`src/rtl/tx_sched_if.sv`:
```
// Host/serializer-facing signal bundle of the CDBUS TX scheduler.
// The master side drives the configuration and event pulses; the slave side is the scheduler.
interface tx_sched_if #(
   parameter int IDLE_W = 10
);
   logic [15:0]       period_ls;
   logic [IDLE_W-1:0] bus_idle_len;
   logic [IDLE_W-1:0] tx_wait_len;
   logic              rx_busy;
   logic              sw_commit;
   logic              tx_abort;
   logic              read_done;
   logic              cd;
   logic              cd_err;
   logic              sw_page;
   logic              tx_page;
   logic              unread;
   logic              tx_permit;
   logic [1:0]        pend_cnt;
   logic              tx_done;
   logic              tx_err;
   logic              commit_ovf;

   modport master (
      output period_ls, bus_idle_len, tx_wait_len, rx_busy, sw_commit, tx_abort,
             read_done, cd, cd_err,
      input  sw_page, tx_page, unread, tx_permit, pend_cnt, tx_done, tx_err, commit_ovf
   );

   modport slave (
      input  period_ls, bus_idle_len, tx_wait_len, rx_busy, sw_commit, tx_abort,
             read_done, cd, cd_err,
      output sw_page, tx_page, unread, tx_permit, pend_cnt, tx_done, tx_err, commit_ovf
   );
endinterface

```
`src/rtl/tx_sched.sv`:
```
// CDBUS TX scheduler: two-page buffer ownership, idle-gap gated tx_permit; TX_BACKOFF_EN stretches the gap per retry.
// All outputs registered one cycle after their cause; no backpressure, overflowing commits are flagged.
module tx_sched #(
   parameter int IDLE_W = 10
) (
   input  logic       clk,
   input  logic       reset_n,
   tx_sched_if.slave  bus
);
   // Wide enough that idle + wait + (wait << 3) can never wrap.
   localparam int THR_W = IDLE_W + 4;

   typedef enum logic [3:0] {
      S_IDLE   = 4'b0001,
      S_COUNT  = 4'b0010,
      S_PERMIT = 4'b0100,
      S_TX     = 4'b1000
   } state_t;

   state_t            state, state_nxt;
   logic [15:0]       pcnt;
   logic [IDLE_W-1:0] icnt;
   logic [1:0]        pend, pend_nxt;
   logic [1:0]        retry;
   logic              sw_page, sw_page_nxt;
   logic              tx_page, tx_page_nxt;
   logic              unread, tx_permit, tx_done, tx_err, commit_ovf;
   logic [1:0]        pend_cnt;
   logic [THR_W-1:0]  boff, thr;
   logic              tick, idle_met, abort_ok, commit_ok;

   assign tick     = !bus.rx_busy && (pcnt == bus.period_ls);
   assign abort_ok = bus.tx_abort && (state == S_IDLE || state == S_COUNT);
   assign commit_ok = bus.sw_commit && !pend[sw_page] && !abort_ok;

`ifdef TX_BACKOFF_EN
   assign boff = THR_W'(bus.tx_wait_len) << retry;
`else
   assign boff = '0;
`endif

   assign thr      = THR_W'(bus.bus_idle_len) + THR_W'(bus.tx_wait_len) + boff;
   assign idle_met = THR_W'(icnt) >= thr;

   always_ff @(posedge clk) begin
      if (!reset_n) begin
         pcnt <= '0;
         icnt <= '0;
      end else if (bus.rx_busy) begin
         pcnt <= '0;
         icnt <= '0;
      end else if (tick) begin
         pcnt <= '0;
         if (icnt != '1) icnt <= icnt + 1'b1;
      end else begin
         pcnt <= pcnt + 16'd1;
      end
   end

   always_comb begin
      pend_nxt    = pend;
      sw_page_nxt = sw_page;
      tx_page_nxt = tx_page;
      if (abort_ok) begin
         pend_nxt    = '0;
         tx_page_nxt = sw_page;
      end else begin
         if (bus.read_done) begin
            pend_nxt[tx_page] = 1'b0;
            tx_page_nxt       = ~tx_page;
         end
         if (commit_ok) begin
            pend_nxt[sw_page] = 1'b1;
            sw_page_nxt       = ~sw_page;
         end
      end
   end

   always_comb begin
      state_nxt = state;
      case (state)
         S_IDLE:   if (pend != 2'b00 && !abort_ok) state_nxt = S_COUNT;
         S_COUNT:  if (abort_ok || pend == 2'b00) state_nxt = S_IDLE;
                   else if (idle_met && !bus.rx_busy && unread) state_nxt = S_PERMIT;
         S_PERMIT: if (bus.cd) state_nxt = S_COUNT;
                   else if (bus.rx_busy) state_nxt = S_TX;
         S_TX:     if (bus.read_done) state_nxt = (pend_nxt != 2'b00) ? S_COUNT : S_IDLE;
                   else if (bus.cd) state_nxt = S_COUNT;
         default:  state_nxt = S_IDLE;
      endcase
   end

   always_ff @(posedge clk) begin
      if (!reset_n) begin
         state      <= S_IDLE;
         pend       <= '0;
         sw_page    <= 1'b0;
         tx_page    <= 1'b0;
         retry      <= '0;
         unread     <= 1'b0;
         tx_permit  <= 1'b0;
         pend_cnt   <= '0;
         tx_done    <= 1'b0;
         tx_err     <= 1'b0;
         commit_ovf <= 1'b0;
      end else begin
         state      <= state_nxt;
         pend       <= pend_nxt;
         sw_page    <= sw_page_nxt;
         tx_page    <= tx_page_nxt;
         unread     <= pend_nxt[tx_page_nxt];
         tx_permit  <= (state_nxt == S_PERMIT);
         pend_cnt   <= {1'b0, pend_nxt[0]} + {1'b0, pend_nxt[1]};
         tx_done    <= bus.read_done && !bus.cd_err;
         tx_err     <= bus.read_done && bus.cd_err;
         commit_ovf <= bus.sw_commit && pend[sw_page] && !abort_ok;
         if (bus.read_done || abort_ok) retry <= '0;
         else if (state == S_TX && bus.cd) retry <= retry + 2'd1;
      end
   end

   assign bus.sw_page    = sw_page;
   assign bus.tx_page    = tx_page;
   assign bus.unread     = unread;
   assign bus.tx_permit  = tx_permit;
   assign bus.pend_cnt   = pend_cnt;
   assign bus.tx_done    = tx_done;
   assign bus.tx_err     = tx_err;
   assign bus.commit_ovf = commit_ovf;
endmodule
```
`src/flat_wrapper.sv`:
```
// flat-port wrapper written by rule: the top's interface ports become plain ports
module tx_sched_flat 
#(
   parameter int IDLE_W = 10
)
  (clk, reset_n, bus_period_ls, bus_bus_idle_len, bus_tx_wait_len, bus_rx_busy, bus_sw_commit, bus_tx_abort, bus_read_done, bus_cd, bus_cd_err, bus_sw_page, bus_tx_page, bus_unread, bus_tx_permit, bus_pend_cnt, bus_tx_done, bus_tx_err, bus_commit_ovf);
  tx_sched_if #(.IDLE_W(IDLE_W)) bus_i ();
  input  logic clk;
  input  logic reset_n;
  input wire logic [$bits(bus_i.period_ls)-1:0] bus_period_ls;
  input wire logic [$bits(bus_i.bus_idle_len)-1:0] bus_bus_idle_len;
  input wire logic [$bits(bus_i.tx_wait_len)-1:0] bus_tx_wait_len;
  input wire logic [$bits(bus_i.rx_busy)-1:0] bus_rx_busy;
  input wire logic [$bits(bus_i.sw_commit)-1:0] bus_sw_commit;
  input wire logic [$bits(bus_i.tx_abort)-1:0] bus_tx_abort;
  input wire logic [$bits(bus_i.read_done)-1:0] bus_read_done;
  input wire logic [$bits(bus_i.cd)-1:0] bus_cd;
  input wire logic [$bits(bus_i.cd_err)-1:0] bus_cd_err;
  output wire logic [$bits(bus_i.sw_page)-1:0] bus_sw_page;
  output wire logic [$bits(bus_i.tx_page)-1:0] bus_tx_page;
  output wire logic [$bits(bus_i.unread)-1:0] bus_unread;
  output wire logic [$bits(bus_i.tx_permit)-1:0] bus_tx_permit;
  output wire logic [$bits(bus_i.pend_cnt)-1:0] bus_pend_cnt;
  output wire logic [$bits(bus_i.tx_done)-1:0] bus_tx_done;
  output wire logic [$bits(bus_i.tx_err)-1:0] bus_tx_err;
  output wire logic [$bits(bus_i.commit_ovf)-1:0] bus_commit_ovf;
  assign bus_i.period_ls = bus_period_ls;
  assign bus_i.bus_idle_len = bus_bus_idle_len;
  assign bus_i.tx_wait_len = bus_tx_wait_len;
  assign bus_i.rx_busy = bus_rx_busy;
  assign bus_i.sw_commit = bus_sw_commit;
  assign bus_i.tx_abort = bus_tx_abort;
  assign bus_i.read_done = bus_read_done;
  assign bus_i.cd = bus_cd;
  assign bus_i.cd_err = bus_cd_err;
  assign bus_sw_page = bus_i.sw_page;
  assign bus_tx_page = bus_i.tx_page;
  assign bus_unread = bus_i.unread;
  assign bus_tx_permit = bus_i.tx_permit;
  assign bus_pend_cnt = bus_i.pend_cnt;
  assign bus_tx_done = bus_i.tx_done;
  assign bus_tx_err = bus_i.tx_err;
  assign bus_commit_ovf = bus_i.commit_ovf;
  tx_sched #(.IDLE_W(IDLE_W)) u_core (.clk(clk), .reset_n(reset_n), .bus(bus_i));
endmodule
```
`config.mk`:
```
export PLATFORM = sky130hd
export DESIGN_NAME = tx_sched_flat
export DESIGN_NICKNAME = d
export VERILOG_FILES = /design/src/rtl/tx_sched_if.sv /design/src/rtl/tx_sched.sv /design/src/flat_wrapper.sv
export SDC_FILE = /design/constraint.sdc
export NUM_CORES = 1
export LEC_CHECK = 0
export BUFFER_PORTS_ARGS = -buffer_cell sky130_fd_sc_hd__buf_2
export CAP_MARGIN = 20
export CORE_ASPECT_RATIO = 1.4
export CORE_MARGIN = 2
export CORE_UTILIZATION = 45
export CTS_CLUSTER_DIAMETER = 60
export DETAILED_ROUTE_END_ITERATION = 10
export HOLD_SLACK_MARGIN = 0.1
export PLACE_DENSITY_LB_ADDON = 0.15
export SLEW_MARGIN = 20
export SYNTH_ARGS = -nofsm -noshare
export SYNTH_HDL_FRONTEND = slang
export SYNTH_SLANG_ARGS = --single-unit
```
`constraint.sdc`:
```
create_clock -name clk -period 3.1 [get_ports clk]
set_input_delay 0.93 -clock clk [delete_from_list [all_inputs] [get_ports clk]]
set_output_delay 0.93 -clock clk [all_outputs]
set_load 0.01 [all_outputs]
```
==> results of run 1 <==
==> registers in the layout (all words and copies together) (netlist names), 2 cells and up <==
signal / cells
u_core.pcnt: 16
u_core.state: 4
u_core.icnt: 10
u_core.bus.pend_cnt: 2
u_core.pend: 2
==> power by group through the flow <==
stage	Combinational (mW)	Clock [mW]	Sequential, mW
2_1_floorplan	0.314	0	0.618
3_3_place_gp	0.420	0	0.637
3_5_place_dp	0.431	0	0.637
4_1_cts	0.439	0.435	0.626
5_1_grt	0.503	0.448	0.636
6_report	0.444	0.416	0.626
==> synthesized netlist by cell type (7+ instances only) <==
master and count:
xor2_1 27, nor3_1 10, nor2_1 29, xnor2_1 14, nand2b_1 9, nand4_1 7
nand2_1 17, o21ai_0 10, nand3_1 16, inv_1 16, dfxtp_1 41, and3_1 7
a21oi_1 13, ha_1 24
==> worst max path at each step <==
stage | endpoint | cells after the start | from | slack, ps
floorplan | u_core.bus.tx_permit | 13 | bus_tx_wait_len[0] | 20
global placement | u_core.bus.tx_permit | 12 | bus_tx_wait_len[1] | -270
detailed placement | u_core.bus.tx_permit | 12 | bus_tx_wait_len[1] | -340
CTS | u_core.bus.tx_permit | 15 | bus_tx_wait_len[0] | 8
global route | u_core.state[2] | 12 | bus_tx_wait_len[1] | -50
finish | u_core.state[2] | 12 | bus_tx_wait_len[1] | 80
==> timing repair <==
action	in CTS	in global routing
setup endpoints to repair	2	3
pin swaps	0	2
gates resized for setup	4	9
cloned	0	0
==> worst max-delay path, stage by stage <==
cell	delay, ps
buf_2	100
ha_1	330
a21oi_4	210
o2111ai_2	160
a31o_2	260
a21oi_1	170
xor2_1	90
ha_1	290
nand2_1	60
a211o_1	270
o21ai_2	160
and4b_1	210
==> cells in the final DEF, fill, tap and decap left out, drive strengths merged, types with 7 or more instances in the layout <==
| cell | synthesis | layout |
|---|---|---|
| a21oi | 13 | 13 |
| and3 | 7 | 7 |
| buf | 7 | 67 |
| dfxtp | 41 | 41 |
| ha | 24 | 24 |
| inv | 16 | 16 |
| nand2 | 17 | 17 |
| nand2b | 9 | 9 |
| nand3 | 17 | 17 |
| nand4 | 7 | 7 |
| nor2 | 29 | 29 |
| nor3 | 10 | 10 |
| o21ai | 11 | 11 |
| xnor2 | 14 | 14 |
| xor2 | 27 | 27 |
==> logic make-up after synthesis <==
family,after synthesis
AOI/OAI and AO/OA,53
xor gates and xnor gates,41
adders and majority gates,25
buffers and inverters,27
DFF,41
muxes,6
and+or+nand+nor,131
==> final cells by class <==
| cell class | instances | share of cell area |
|---|---|---|
| tap | 72 | 0.0268 |
| sequential | 41 | 0.244 |
| inverter | 16 | 0.0179 |
| clock inverter | 2 | 0.0104 |
| timing repair buffer | 67 | 0.111 |
| clock buffer | 5 | 0.0205 |
| multi-input combinational | 256 | 0.569 |
==> per-layer routing <==
layer	GRT usage	vias up	wire length, um
li1	-	1279	-
met1	0.203	1143	2460
met2	0.351	42	3290
met3	0.0280	8	196
met4	0.0479	0	72
met5	0	-	0
==> through the flow <==
| step | worst slack (ps) | instances | total power [mW] | util |
|---|---|---|---|---|
| detailed placement | -341 | 452 | 1.07 | 0.523 |
| global placement | -270 | 452 | 1.06 | 0.523 |
| global route | -50.5 | 459 | 1.59 | 0.548 |
| floorplan | 15.2 | 324 | 0.932 | - |
| CTS | 7.88 | 459 | 1.50 | 0.542 |
| finish | 79.7 | 459 | 1.49 | 0.548 |
==> summary.txt, run 1 <==
Worst setup path
  • Worst reg2reg endpoint: u_core.state[2]
  • Crit path kind: in -> reg
  • R2R cell count: 8
  • CP arrival: approximately 3300 ps
  • CP endpoint kind: register
  • Required time worst endpoint: 3330 ps
  • Worst r2r src: u_core.state[0]
  • R2R Setup Slk: between 800 and 900 ps
  • Setup crit start kind: primary input
  • Max Fanout on Critical Path: 3

STA
  • Min Tclk post-route: roughly 3000 ps
  • Slew margin rel.: 0.626
  • Tightest Pin Transition: approximately 560 ps
  • Clock Skew: 8.98 ps
  • Final setup viols: 0
  • Period Utilization, post-route: 0.974
  • Worst hold margin: between 500 and 600 ps
  • Setup total negative slack: 0 ps
  • Final slew viol count: 0
  • Max Clock Freq: around 330 MHz
  • Final hold vios: 0

Finish
  • Final nets: ~460
  • Area of the multi-input gates: 1910 um^2
  • Layout cells sized above 1: 0.238
  • Post-route cell area: ~3400 um^2
  • Sequential Area: around 820 um^2
  • N_diodes: 0
  • Area grow syn2layout: 20.0%
  • Fillcell total: 611

Synthesis
  • Top post-synthesis cells by area: dfxtp_1, ha_1, xor2_1, xnor2_1, nor2_1
  • Post-Syn Area per Cell: between 8 and 9 um^2
  • Cell variety after synth: between 50 and 60
  • Sequential area share after synthesis: 0.293
  • Synth Area in Simple Gates: 0.271
  • Area share of the largest cell type after synthesis: 0.293
  • Synth Area in Compound Gates: 0.129
  • Mapped Area: approximately 2800 um^2
  • Share of synthesized registers carrying an async set or reset: 0
  • Multiplexer area fraction after synthesis: 0.0215
  • Synth Area in XOR/XNOR: 0.128
  • Synth Net Count: 393
  • Post-Syn Instances: between 300 and 400
  • Largest family of logic cells by synthesized area: simple AND/OR/NAND/NOR gates
  • EDFF count, synth: 0
  • Synth Flop Type: dfxtp_1
  • Synth warnings: 0
  • Yosys reg bits: 41
  • Dominant cell type by area after synthesis: dfxtp_1
  • Adder-cell share of the synthesized area: 0.114

Clock tree
  • H-Tree Depth: 2
  • Clock-pin slew on the worst setup and hold paths: 70 ps
  • CTS Buffer Depth: 2
  • CTS Root Cell: clkbuf_8
  • # hold bufs at CTS: 0
  • CTS sink count: 41
  • Clock latency on the worst-skew pair: a little under 300 ps
  • CTS tree: built
  • Num CTS Buffers: 5
  • Post-CTS Setup Inserts: 0

Drt
  • Residual DRC: 0
  • Total iterations of the first detailed-routing run: 4
  • Total wire length: around 6 mm
  • Vias per cell: roughly 5.4
  • Drt initial violations: 100
  • Avg WL per Cell: about 13 um
  • Routed Antenna Nets: 0
  • Vias: ~2500

GRT
  • Vias in the first global route: approximately 2400
  • Initial antenna violation count: 0
  • GR Util All Layers: 0.182
  • Total congestion overflow: 0
  • First-pass GRT wire length: ~10 mm
  • Largest net degree at the start of global routing: 19

Floorplanning
  • Num rows: 34
  • Chip height: just under 100 um
  • Die area: ~6900 um^2
  • Horiz. Die Dim: 70.7 um
  • Initial core utilization: 0.457
  • Io pins: 53
  • Core ar.: between 6000 and 7000 um^2

Run status
  • Status: completed

Power
  • Leak Pwr: between 1 and 1.5 nW
  • P_sw: about 460 uW
  • Sequential share of power: 0.422
  • Pint: roughly 1.0 mW
  • Pwr dens: 442 nW/um^2
  • Worst ir drop on vdd: roughly 0.28 mV
  • Clock share of power: 0.280
  • Sw frac: 0.309
  • Logic gate share of total power: 0.299

Placement
  • Gpl congestion: slightly above 0.8
  • IO buf count: 52
  • Detailed Place HPWL: about 4.6 mm
  • Placed Area: roughly 3200 um^2

Hold path
  • WHS Endpoint: u_core.pcnt[0]
  • Hold crit path type: reg -> reg
  • HP Start: u_core.pcnt[0]
  • Hold path depth: 1

Flow run
  • Max-cap violation count: 0
No activity file was read; power rests on OpenSTA's default activity.
==> run 2, diff against run 1 <==
--- a/config.mk
+++ b/config.mk
@@ -13,6 +13,7 @@
 export CTS_CLUSTER_DIAMETER = 60
 export DETAILED_ROUTE_END_ITERATION = 10
 export HOLD_SLACK_MARGIN = 0.1
+export MAX_ROUTING_LAYER = met4
 export PLACE_DENSITY_LB_ADDON = 0.15
 export SLEW_MARGIN = 20
 export SYNTH_ARGS = -nofsm -noshare
==> summary.txt, run 2 (same netlist as run 1, synthesis figures left out) <==
Finish
  • Non-Filler Instances: 459 (unchanged)
  • Max reg flops: 16 (unchanged)
  • N_diodes: 0 (unchanged)
  • Biggest registers after layout: u_core.pcnt (16), u_core.icnt (10), u_core.state (4)
  • Post-route cell area: 3360 um^2 (unchanged)
  • Most flop-heavy register: u_core.pcnt
  • Final nets: 456 (unchanged)
  • Area grow syn2layout: 20.0% (unchanged)
  • Most frequent cells in the layout: buf_2, dfxtp_1, nor2_1, xor2_1, ha_1
  • Layout cells sized above 1: 0.238 (unchanged)
  • Most common cell after layout, fill and taps aside: buf_2

Drt
  • Avg WL per Cell: 13.1 um (about the same)
  • Total wire length: 6.02 mm (about the same)
  • Routed Antenna Nets: 0 (unchanged)
  • Vias per cell: 5.42 (+0.69%)
  • Vias: 2489 (+0.69%)
  • Total iterations of the first detailed-routing run: 4 (unchanged)
  • Drt initial violations: 102 (+2.0%)
  • Residual DRC: 0 (unchanged)

GRT
  • GR Util All Layers: 0.188 (+0.00523)
  • Initial antenna violation count: 0 (unchanged)
  • Vias in the first global route: 2374 (-0.29%)
  • First-pass GRT wire length: 10.4 mm (+0.13%)
  • Largest net degree at the start of global routing: 19 (unchanged)
  • Total congestion overflow: 0 (unchanged)

Worst setup path
  • Worst reg2reg endpoint: u_core.state[2]
  • R2R Setup Slk: 810 ps (about the same)
  • Required time worst endpoint: 3330 ps (about the same)
  • R2R cell count: 8 (unchanged)
  • CP endpoint kind: register
  • Crit path kind: in -> reg
  • Setup crit start kind: primary input
  • CP arrival: 3250 ps (about the same)
  • Worst r2r src: u_core.state[0]
  • Max Fanout on Critical Path: 3 (unchanged)

Floorplanning
  • Core ar.: 6130 um^2 (unchanged)
  • Io pins: 53 (unchanged)
  • Die area: 6880 um^2 (unchanged)
  • Chip height: 97.3 um (unchanged)
  • Horiz. Die Dim: 70.7 um (unchanged)
  • Num rows: 34 (unchanged)
  • Initial core utilization: 0.457 (unchanged)

STA
  • Worst hold margin: 501 ps (+0.174 ps)
  • Slew margin rel.: 0.627 (+0.00136)
  • Final setup viols: 0 (unchanged)
  • Max Clock Freq: 331 MHz (about the same)
  • Clock Skew: 8.68 ps (-0.302 ps)
  • Tightest Pin Transition: 559 ps (-2.05 ps)
  • Final slew viol count: 0 (unchanged)
  • Min Tclk post-route: 3020 ps (+0.516 ps)
  • Final hold vios: 0 (unchanged)
  • Period Utilization, post-route: 0.974 (about the same)

Clock tree
  • CTS tree: built
  • Num CTS Buffers: 5 (unchanged)
  • CTS Root Cell: clkbuf_8
  • CTS Buffer Depth: 2 (unchanged)
  • Clock-pin slew on the worst setup and hold paths: 70 ps (about the same)
  • H-Tree Depth: 2 (unchanged)
  • Post-CTS Setup Inserts: 0 (unchanged)
  • CTS sink count: 41 (unchanged)
  • Clock latency on the worst-skew pair: 290 ps (about the same)

Hold path
  • Hold crit path type: reg -> reg
  • HP Start: u_core.pcnt[0]
  • WHS Endpoint: u_core.pcnt[0]
  • Hold path depth: 1 (unchanged)

Placement
  • IO buf count: 52 (unchanged)
  • Inst Count DP: 452 (unchanged)
  • Gpl congestion: 0.839 (+1.5%)
  • Detailed Place HPWL: 4.65 mm (unchanged)
  • Placed Area: 3200 um^2 (unchanged)

Run status
  • Status: completed

Flow run
  • Max-cap violation count: 0 (unchanged)

Power
  • Total Power: 1.49 mW (about the same)
  • Worst ir drop on vdd: 0.279 mV (about the same)
  • Pwr dens: 442 nW/um^2 (about the same)
  • Leak Pwr: 1.40 nW (unchanged)
==> run 2: cell type report <==
| cell class | instances | area, um^2 |
|---|---|---|
| clock buffers | 5 | 68.8 |
| clock inverters | 2 | 35.0 |
| fillers | 611 | 2770 |
| inverters | 16 | 60.1 |
| multi-input cells | 256 | 1910 |
| flip-flops and latches | 41 | 821 |
| well taps | 72 | 90.1 |
| repair buffers | 67 | 373 |
==> run 2: worst max path at each step <==
stage                                   from                   end  slack [ps]  depth (start not counted)
final                     bus_tx_wait_len[1]       u_core.state[2]          80                         12
after global routing      bus_tx_wait_len[1]       u_core.state[2]         -50                         12
after CTS                 bus_tx_wait_len[0]  u_core.bus.tx_permit           8                         15
after detailed placement  bus_tx_wait_len[1]  u_core.bus.tx_permit        -340                         12
after global placement    bus_tx_wait_len[1]  u_core.bus.tx_permit        -270                         12
after floorplan           bus_tx_wait_len[0]  u_core.bus.tx_permit          20                         13
==> run 2: worst max-delay path, stage by stage <==
cell and delay [ps]:
buf_2 100, ha_1 330, a21oi_4 210, o2111ai_2 160, a31o_2 260, a21oi_1 170, xor2_1 90, ha_1 290
nand2_1 60, a211o_1 270, o21ai_2 160, and4b_1 210
==> run 2: metrics by stage <==
stage / utilization / TNS, ps / setup WS [ps]
final: 0.548 / 0 / 79.2
after global routing: 0.548 / -90.5 / -50.5
after CTS: 0.542 / 0 / 7.88
after detailed placement: 0.523 / -961 / -341
after global placement: 0.523 / -769 / -270
after floorplan: - / 0 / 15.2
==> run 2: where the power goes <==
| part | internal (mW) | total, mW | switching (mW) | leakage, nW |
|---|---|---|---|---|
| Combinational | 0.221 | 0.444 | 0.223 | 1.01 |
| Sequential | 0.571 | 0.627 | 0.0559 | 0.332 |
| Clock | 0.234 | 0.415 | 0.181 | 0.0540 |
| Total | 1.03 | 1.49 | 0.460 | 1.40 |
==> run 2: repair_timing <==
action	4_1_cts	5_1_grt
gates resized for setup	4	9
setup endpoints to repair	2	3
hold buffers	0	0
pin swaps	0	2
==> run 2: layer usage <==
layer / global-route usage / part of all wire
met1: 0.205 / 0.41
met2: 0.352 / 0.55
met3: 0.0249 / 0.032
met4: 0.0479 / 0.012
met5: - / 0
==> run 3, diff against run 2 <==
--- a/config.mk
+++ b/config.mk
@@ -12,6 +12,7 @@
 export CORE_UTILIZATION = 45
 export CTS_CLUSTER_DIAMETER = 60
 export DETAILED_ROUTE_END_ITERATION = 10
+export GPL_TIMING_DRIVEN = 0
 export HOLD_SLACK_MARGIN = 0.1
 export MAX_ROUTING_LAYER = met4
 export PLACE_DENSITY_LB_ADDON = 0.15
==> summary.txt, run 3 (same netlist as run 1, synthesis figures left out) <==
Run status
  • Status: completed

STA
  • Min Tclk post-route: 3000 ps (-18.4 ps)
  • Tightest Pin Transition: 535 ps (-24.1 ps)
  • Setup total negative slack: 0 ps (unchanged)
  • Final slew viol count: 0 (unchanged)
  • Period Utilization, post-route: 0.969 (-0.00593)
  • Max Clock Freq: 333 MHz (+0.61%)
  • Slew margin rel.: 0.642 (+0.0153)
  • Worst hold margin: 498 ps (-2.63 ps)
  • Unrepaired setup endpoints after global routing: true
  • Final setup viols: 0 (unchanged)
  • Final hold vios: 0 (unchanged)
  • Clock Skew: 11.2 ps (+2.50 ps)

Worst setup path
  • CP endpoint kind: register
  • Worst reg2reg endpoint: u_core.bus.tx_permit
  • Crit path to: u_core.bus.tx_permit
  • Required time worst endpoint: 3330 ps (about the same)
  • Setup crit start kind: primary input
  • Crit path kind: in -> reg
  • R2R cell count: 9 (+1)
  • Max Fanout on Critical Path: 3 (unchanged)
  • CP arrival: 3230 ps (-20 ps)
  • Worst r2r src: u_core.state[0]
  • R2R Setup Slk: 740 ps (-70 ps)
  • Crit path launch: bus_tx_wait_len[0]

GRT
  • Vias in the first global route: 2369 (-0.21%)
  • First-pass GRT wire length: 10.3 mm (-0.73%)
  • Largest net degree at the start of global routing: 13 (-6)
  • GR Util All Layers: 0.188 (+0.000861)
  • Initial antenna violation count: 0 (unchanged)
  • Total congestion overflow: 0 (unchanged)

Clock tree
  • CTS Root Cell: clkbuf_8
  • Num CTS Buffers: 5 (unchanged)
  • CTS sink count: 41 (unchanged)
  • Clock latency on the worst-skew pair: 290 ps (about the same)
  • H-Tree Depth: 2 (unchanged)
  • CTS tree: built
  • Clock-pin slew on the worst setup and hold paths: 80 ps (about the same)
  • CTS Buffer Depth: 2 (unchanged)

Finish
  • Final nets: 455 (-0.22%)
  • Layout cells sized above 1: 0.238 (unchanged)
  • Max reg flops: 16 (unchanged)
  • Most common cell after layout, fill and taps aside: buf_2
  • Area grow syn2layout: 19.7%
  • Post-route cell area: 3350 um^2 (-0.26%)
  • Biggest registers after layout: u_core.pcnt (16), u_core.icnt (10), u_core.state (4)
  • N_diodes: 0 (unchanged)
  • Most frequent cells in the layout: buf_2, dfxtp_1, nor2_1, xor2_1, ha_1
  • Final core occ: 0.547 (-0.00143)
  • Most flop-heavy register: u_core.pcnt

Drt
  • Vias: 2488 (-0.040%)
  • Routed Antenna Nets: 0 (unchanged)
  • Total iterations of the first detailed-routing run: 4 (unchanged)
  • Avg WL per Cell: 13.3 um (+1.3%)
  • Drt initial violations: 108 (+5.9%)
  • Vias per cell: 5.42 (about the same)
  • Residual DRC: 0 (unchanged)
  • Total wire length: 6.10 mm (+1.3%)

Flow run
  • Max-cap violation count: 0 (unchanged)

Floorplanning
  • Chip height: 97.3 um (unchanged)
  • Horiz. Die Dim: 70.7 um (unchanged)
  • Die area: 6880 um^2 (unchanged)
  • Io pins: 53 (unchanged)
  • Initial core utilization: 0.457 (unchanged)
  • Core ar.: 6130 um^2 (unchanged)
  • Num rows: 34 (unchanged)

Power
  • Total Power: 1.41 mW (-5.2%)
  • Worst ir drop on vdd: 0.321 mV (+15%)
  • Pwr dens: 420 nW/um^2 (-5.0%)
  • Leak Pwr: 1.37 nW (-2.0%)

Placement
  • Placed Area: 3150 um^2 (-1.7%)
  • Detailed Place HPWL: 4.71 mm (+1.4%)
  • Gpl congestion: 0.895 (+6.6%)
  • IO buf count: 52 (unchanged)

Hold path
  • Hold crit path type: reg -> reg
run 3: area by class of cell:
type | instances | area [um^2]
Fill cell | 585 | 2780
Clock inverter | 2 | 10.0
Buffer | 11 | 58.8
Multi-Input combinational cell | 256 | 1950
Timing Repair Buffer | 55 | 289
Inverter | 16 | 60.1
Sequential cell | 41 | 821
Clock buffer | 6 | 72.6
Tap cell | 72 | 90.1
run 3: layer usage:
metal  vias to the layer above  track usage  routed length [um]  part of all wire
li1                       1282            -                   -                 -
met5                         -            -                   0                 0
met3                         7       0.0228                 187             0.031
met4                         0       0.0653                  97             0.016
met1                      1154        0.209                2520              0.41
met2                        45        0.343                3290              0.54
run 3: critical path: stages:
cell and delay [ps]:
buf_2 100, ha_4 130, inv_2 40, fa_2 380
nor2b_4 160, o2111ai_4 150, nand2_1 90, nor2_1 50
xor2_1 140, ha_2 310, o21ai_0 70, a211o_1 310
o21ai_2 150, and4b_1 230
run 3: where the power goes:
part           total [mW]  switching [mW]  internal [mW]
logic               0.471           0.250          0.221
clock network       0.339           0.182          0.156
registers           0.599          0.0285          0.570
run 3: how the worst min path moves through the flow:
stage,slack (ps),from,cells after the start,end
2_1_floorplan,450,u_core.pcnt[0],1,u_core.pcnt[0]
3_3_place_gp,480,u_core.pcnt[0],1,u_core.pcnt[0]
3_5_place_dp,480,u_core.pcnt[0],1,u_core.pcnt[0]
4_1_cts,510,u_core.pcnt[0],1,u_core.pcnt[0]
5_1_grt,520,u_core.pcnt[0],1,u_core.pcnt[0]
6_report,500,u_core.pcnt[0],1,u_core.pcnt[0]
run 3: through the flow:
step / std cells / setup slack [ps]
2_1_floorplan: 324 / 15.2
3_5_place_dp: 448 / -458
5_1_grt: 459 / -14.6
4_1_cts: 456 / 11.5
6_report: 459 / 97.6
3_3_place_gp: 448 / -389
run 3: repair_timing:
item                                    in CTS  in global routing
hold buffers                                 0                  0
setup buffers                                0                  3
pin swaps                                    1                  8
endpoints found under the setup margin       3                  3
resized for setup                            6                 16
